<file path="src/rtl/msx_io_bus_bridge_pkg.sv">
// Shared types and constants for the MSX slot I/O to internal bus bridge.
package msx_io_bus_bridge_pkg;

  typedef enum logic [1:0] {
    ST_IDLE,
    ST_REQ,
    ST_RDATA,
    ST_HOLD
  } state_t;

  localparam logic [7:0]  c_default_rdata = 8'hFF;
  // Wide enough for the largest supported timeout (1023).
  localparam int unsigned c_cnt_w         = 10;

endpackage

</file>
<file path="src/rtl/msx_slot_sync.sv">
// Two-flop synchroniser for asynchronous Z80 slot strobes.
// The reset value is a parameter so that active-low strobes power up inactive.
module msx_slot_sync #(
  parameter int unsigned  W         = 1,
  parameter logic [W-1:0] RESET_VAL = '1
) (
  input  logic         clk,
  input  logic         reset,
  input  logic [W-1:0] i_async,
  output logic [W-1:0] o_sync
);

  logic [W-1:0] r_meta;
  logic [W-1:0] r_sync;

  always_ff @(posedge clk) begin
    if (reset) begin
      r_meta <= RESET_VAL;
      r_sync <= RESET_VAL;
    end else begin
      r_meta <= i_async;
      r_sync <= r_meta;
    end
  end

  assign o_sync = r_sync;

endmodule

</file>
<file path="src/rtl/msx_io_bus_bridge.sv">
// Turns one asynchronous Z80 slot I/O cycle into exactly one internal bus transaction,
// stretching the Z80 with WAIT_n until the peripheral answers or the timeout expires.
module msx_io_bus_bridge
  import msx_io_bus_bridge_pkg::*;
#(
  parameter int unsigned TIMEOUT_CYCLES = 128,
  parameter logic [7:0]  DEFAULT_RDATA  = c_default_rdata,
  parameter bit          USE_WAIT       = 1'b1
) (
  input  logic       clk,
  input  logic       reset,
  input  logic       slot_iorq_n,
  input  logic       slot_rd_n,
  input  logic       slot_wr_n,
  input  logic       slot_m1_n,
  input  logic [7:0] slot_a,
  input  logic [7:0] slot_d_in,
  output logic [7:0] slot_d_out,
  output logic       slot_d_oe,
  output logic       slot_wait_n,
  output logic       bus_ioreq,
  output logic [7:0] bus_address,
  output logic       bus_write,
  output logic       bus_valid,
  input  logic       bus_ready,
  output logic [7:0] bus_wdata,
  input  logic [7:0] bus_rdata,
  input  logic       bus_rdata_en,
  output logic       timeout,
  output state_t     dbg_state
);

  localparam logic [c_cnt_w-1:0] c_timeout = c_cnt_w'(TIMEOUT_CYCLES);

  logic [3:0] w_sync_in;
  logic [3:0] w_sync_out;
  logic       s_iorq_n, s_rd_n, s_wr_n, s_m1_n;

  assign w_sync_in = {slot_m1_n, slot_wr_n, slot_rd_n, slot_iorq_n};

  msx_slot_sync #(.W(4), .RESET_VAL(4'hF)) u_sync (
    .clk     (clk),
    .reset   (reset),
    .i_async (w_sync_in),
    .o_sync  (w_sync_out)
  );

  assign {s_m1_n, s_wr_n, s_rd_n, s_iorq_n} = w_sync_out;

  state_t               r_state, w_state_nx;
  logic                 r_start_seen;
  logic                 r_valid, w_valid_nx;
  logic                 r_ioreq, w_ioreq_nx;
  logic                 r_write, w_write_nx;
  logic                 r_aborted, w_aborted_nx;
  logic [7:0]           r_addr, w_addr_nx;
  logic [7:0]           r_wdata, w_wdata_nx;
  logic [7:0]           r_dout, w_dout_nx;
  logic                 r_doe, w_doe_nx;
  logic                 r_timeout, w_timeout_nx;
  logic [c_cnt_w-1:0]   r_cnt, w_cnt_nx, w_cnt_inc;
  logic                 w_start_cond, w_strobe_active, w_pending, w_timeout_hit;

  assign w_strobe_active = !s_iorq_n && !(s_rd_n && s_wr_n);
  assign w_start_cond    = !s_iorq_n && s_m1_n && (s_rd_n != s_wr_n);
  assign w_pending       = (r_state == ST_REQ) || (r_state == ST_RDATA);
  assign w_cnt_inc       = r_cnt + c_cnt_w'(1);
  assign w_timeout_hit   = (w_cnt_inc == c_timeout);

  always_ff @(posedge clk) begin
    if (reset) begin
      r_state      <= ST_IDLE;
      r_start_seen <= 1'b0;
      r_valid      <= 1'b0;
      r_ioreq      <= 1'b0;
      r_write      <= 1'b0;
      r_aborted    <= 1'b0;
      r_addr       <= 8'h00;
      r_wdata      <= 8'h00;
      r_dout       <= 8'hFF;
      r_doe        <= 1'b0;
      r_timeout    <= 1'b0;
      r_cnt        <= '0;
    end else begin
      r_state      <= w_state_nx;
      r_start_seen <= w_start_cond;
      r_valid      <= w_valid_nx;
      r_ioreq      <= w_ioreq_nx;
      r_write      <= w_write_nx;
      r_aborted    <= w_aborted_nx;
      r_addr       <= w_addr_nx;
      r_wdata      <= w_wdata_nx;
      r_dout       <= w_dout_nx;
      r_doe        <= w_doe_nx;
      r_timeout    <= w_timeout_nx;
      r_cnt        <= w_cnt_nx;
    end
  end

  // Handshake: bus_valid rises with the request and stays high until the first clock
  // edge that samples bus_ready=1; read data is accepted only on a bus_rdata_en strobe.
  always_comb begin
    w_state_nx   = r_state;
    w_valid_nx   = r_valid;
    w_ioreq_nx   = r_ioreq;
    w_write_nx   = r_write;
    w_aborted_nx = r_aborted;
    w_addr_nx    = r_addr;
    w_wdata_nx   = r_wdata;
    w_dout_nx    = r_dout;
    w_doe_nx     = 1'b0;
    w_timeout_nx = 1'b0;
    w_cnt_nx     = r_cnt;
    case (r_state)
      ST_IDLE: begin
        // Start must be seen on two consecutive synchronised cycles to reject glitches.
        if (w_start_cond && r_start_seen) begin
          w_state_nx   = ST_REQ;
          w_valid_nx   = 1'b1;
          w_ioreq_nx   = 1'b1;
          w_write_nx   = !s_wr_n;
          w_addr_nx    = slot_a;
          w_wdata_nx   = slot_d_in;
          w_aborted_nx = 1'b0;
          w_cnt_nx     = '0;
        end
      end
      ST_REQ, ST_RDATA: begin
        w_cnt_nx = w_cnt_inc;
        if (!w_strobe_active) w_aborted_nx = 1'b1;
        if (w_timeout_hit) begin
          w_valid_nx   = 1'b0;
          w_ioreq_nx   = 1'b0;
          w_dout_nx    = DEFAULT_RDATA;
          w_timeout_nx = 1'b1;
          w_state_nx   = ST_HOLD;
        end else if (r_state == ST_REQ) begin
          if (bus_ready) begin
            w_valid_nx = 1'b0;
            if (r_write) begin
              w_ioreq_nx = 1'b0;
              w_state_nx = ST_HOLD;
            end else if (bus_rdata_en) begin
              w_dout_nx  = bus_rdata;
              w_ioreq_nx = 1'b0;
              w_state_nx = ST_HOLD;
            end else begin
              w_state_nx = ST_RDATA;
            end
          end
        end else if (bus_rdata_en) begin
          w_dout_nx  = bus_rdata;
          w_ioreq_nx = 1'b0;
          w_state_nx = ST_HOLD;
        end
      end
      ST_HOLD: begin
        // A cycle the Z80 already abandoned never drives the data bus.
        if (w_strobe_active) w_doe_nx = !r_write && !r_aborted && !s_rd_n;
        else                 w_state_nx = ST_IDLE;
      end
      default: w_state_nx = ST_IDLE;
    endcase
  end

  assign slot_wait_n = !(USE_WAIT && w_pending && w_strobe_active);
  assign slot_d_out  = r_dout;
  assign slot_d_oe   = r_doe;
  assign bus_ioreq   = r_ioreq;
  assign bus_address = r_addr;
  assign bus_write   = r_write;
  assign bus_valid   = r_valid;
  assign bus_wdata   = r_wdata;
  assign timeout     = r_timeout;
  assign dbg_state   = r_state;

endmodule

</file>
<file path="config.mk">
export PLATFORM = sky130hd
export DESIGN_NAME = msx_io_bus_bridge
export DESIGN_NICKNAME = d
export VERILOG_FILES = /design/src/rtl/msx_io_bus_bridge_pkg.sv /design/src/rtl/msx_slot_sync.sv /design/src/rtl/msx_io_bus_bridge.sv
export SDC_FILE = /design/constraint.sdc
export NUM_CORES = 1
export LEC_CHECK = 0
export ABC_AREA = 1
export CAP_MARGIN = 25
export CORE_ASPECT_RATIO = 0.7
export CORE_MARGIN = 2
export CORE_UTILIZATION = 47
export DETAILED_ROUTE_END_ITERATION = 8
export PLACE_DENSITY = 0.79
export SETUP_SLACK_MARGIN = 0.02
export SYNTH_ARGS = -nofsm -noshare
export SYNTH_HDL_FRONTEND = slang
export SYNTH_SLANG_ARGS = --single-unit
</file>
<file path="constraint.sdc">
create_clock -name clk -period 2.1 [get_ports clk]
set_clock_uncertainty 0.2 [all_clocks]
set_input_delay 0.21 -clock clk [delete_from_list [all_inputs] [get_ports clk]]
set_output_delay 0.21 -clock clk [all_outputs]
set_load 0.02 [all_outputs]
</file>
==> results.toml <==
[route]
vias = 2154
routed_via_density = 4.90
finalWirelength_mm = 5.27
wire_per_inst_um = 12.0
first_pass_iters = 5
ant_nets = 0
detail_route.iter0.violations = 168
drc = 0

[cts]
root_buffer = "clkbuf_8"
htree_levels = 2
cts_made_buffers = 5
cts_hold_buf = 0
cts_buffer_depth = 2
clock_latency_ns = 0.30
cts_tree = "built"
path_clk_slew_ns = 0.09
cts_sinks = 51

[pwr]
leakage_nw = 1.38
finalPower_mw = 2.76
peakVddDrop_mv = 0.448
power_density_nw_per_um2 = 872

[run_status]
status = "finished clean"

[floorplan]
die_y_um = 61.9
initial_utilization_pct = 47.8
ioPinCount = 64
dieArea_um2 = 5360
die_w_um = 86.6
core_area_um2 = 4700
row_count = 21

[finish]
area_delta_synth_final_pct = 40.9
final_common_cell = "clkdlybuf4s50_1"
stdcell_area_um2 = 3170
n_antenna_cell = 0
layout_common_cells = "clkdlybuf4s50_1 (62), nand2_1 (60), nor2_1 (52), dfxtp_1 (46), inv_1 (32)"
fill_cells = 386
layout-drive-gt1-share_pct = 13.8
final_nets = 422

[yosys]
yosys_warnings = 0
ys_seq_area_share_pct = 45.4
syn_nets = 348
ys_seq_elements = 51
syn_avg_cell_area_um2 = 7.27
syn-cell-area_um2 = 2250
netlist_instances = 309
yosysUniqueCellTypes = 28

[worst_setup_path]
cp.arrival_ns = 1.58
r2r_end = "r_cnt[5]"
r2r-start = "dbg_state[0]"
required_ns = 1.69
crit_path_start_kind = "flip-flop"
crit_type = "flip-flop to primary output"
cp_max_fo = 4
r2r_cells = 7
crit_path_end_kind = "primary output"
worst-r2r-setup-slack_ns = 0.15

[global_route]
grt_start_max_net_pins = 19
grt_pass1_vias = 1876
grt_overflow = 0
grt.total_usage_pct = 20.1
grt_pass1_wl_mm = 8.38
antenna_found_initial = 0

[sta]
worst_pin_slew_ns = 0.382
final_max_slew_viol_count = 0
hold_viol_final = 0
min_period_over_period_pct = 94.7
rsz0062_at_grt = "false"
slew_headroom_pct = 74.5
max_freq_ghz = 0.503
setup_violations = 0
layout_min_cycle_time_ns = 1.99

[place]
numPortBuffers = 63
dp_hpwl_mm = 3.75
place.gp.congestion = 0.866
placed_cell_area_um2 = 2970

[hold_path]
whs_endpoint = "u_sync.o_sync[2]"
hp-start = "u_sync.r_meta[2]"
holdPathStages = 1
min_path_type = "flip-flop to flip-flop"

[flow_run]
max-cap-violations = 0
==> cells by family (layout without fill, tap and decap cells) <==
kind of cell | count (synthesis) | count (layout) | synth area share [%]
DFF | 51 | 51 | 45.4
adders and majority gates | 7 | 7 | 3.90
buffers and inverters | 45 | 119 | 7.96
and+or+nand+nor | 165 | 165 | 32.6
AOI/OAI and AO/OA | 41 | 41 | 10.1
==> sequential cells by signal, summed over array words and instances (netlist names), 2 cells and up <==
register	cells
slot_d_out	8
dbg_state	2
bus_wdata	8
u_sync.o_sync	4
r_cnt	10
u_sync.r_meta	4
bus_address	8
==> report_power, final <==
| part | switching (mW) | internal (mW) | total (mW) | leakage (nW) |
|---|---|---|---|---|
| sequential | 0.0615 | 1.07 | 1.13 | 0.418 |
| clock | 0.308 | 0.350 | 0.658 | 0.0513 |
| combinational | 0.545 | 0.431 | 0.976 | 0.910 |
| total | 0.914 | 1.85 | 2.76 | 1.38 |
==> worst max-delay path, cell delays in order, from the launching register on <==
cell and delay [ns]:
dfxtp_1 0.39, inv_1 0.12, ha_1 0.32, nand2_1 0.11, dlygate4sd2_1 0.34
==> cells in the mapped netlist, drive strengths merged <==
cell / count / area, µm²
or2: 8 / 50.1
a21oi: 11 / 66.3
dfxtp: 51 / 1020
nor3: 2 / 10.0
clkbuf: 6 / 22.5
nand3: 31 / 165
nand4: 1 / 6.26
nor3b: 1 / 7.51
a32o: 1 / 10.0
nor4: 1 / 6.26
o21ai: 26 / 130
nor2: 56 / 223
nand2: 65 / 264
o22ai: 2 / 12.5
o32ai: 1 / 8.76
ha: 7 / 87.6
buf: 4 / 25.0
inv: 35 / 131
==> worst max-delay path by stage <==
stage               depth (start not counted)           end          from
finish                                      4   slot_wait_n  dbg_state[0]
global route                               13     bus_valid      r_cnt[0]
CTS                                        13     bus_valid      r_cnt[0]
detailed placement                         12  dbg_state[0]      r_cnt[0]
global placement                           12  dbg_state[0]      r_cnt[0]
floorplan                                  11     bus_ioreq  dbg_state[0]
==> final cells by class <==
type | instances | area [µm²] | share of cell area [%]
Clock buffer | 6 | 72.6 | 2.29
Clock inverter | 1 | 30.0 | 0.948
Inverter | 35 | 131 | 4.15
Multi-Input combinational cell | 213 | 1090 | 34.4
Sequential cell | 51 | 1030 | 32.5
Tap cell | 57 | 71.3 | 2.25
Timing Repair Buffer | 77 | 742 | 23.4
==> metal layers <==
metal / vias up / share of wire (%) / global-route usage, %
met5: - / 0 / 0
met3: 6 / 7.7 / 6.21
met4: 0 / 0.91 / 4.91
met2: 65 / 44 / 31.5
li1: 1128 / - / -
met1: 955 / 48 / 27.4
==> timing repair <==
| action | CTS | global route |
|---|---|---|
| pin swaps | 1 | 4 |
| setup endpoints to repair | 10 | 15 |
| setup buffers | 2 | 3 |
| resized for setup | 3 | 15 |
==> metrics by stage <==
| step | hold slack, ns | std cells | utilization [%] | setup TNS [ns] | worst slack (ns) |
|---|---|---|---|---|---|
| 6_report | 0.212 | 440 | 67.3 | 0 | 0.110 |
| 5_1_grt | 0.226 | 440 | 67.3 | 0 | 0.0127 |
| 4_1_cts | 0.214 | 437 | 65.9 | 0 | 0.0555 |
| 3_5_place_dp | 0.193 | 428 | 63.1 | -0.0433 | -0.0248 |
| 3_3_place_gp | 0.194 | 428 | 63.1 | 0 | 0.0580 |
| 2_1_floorplan | 0.114 | 309 | - | 0 | 0.0977 |
(Power assumes the default switching activity.)
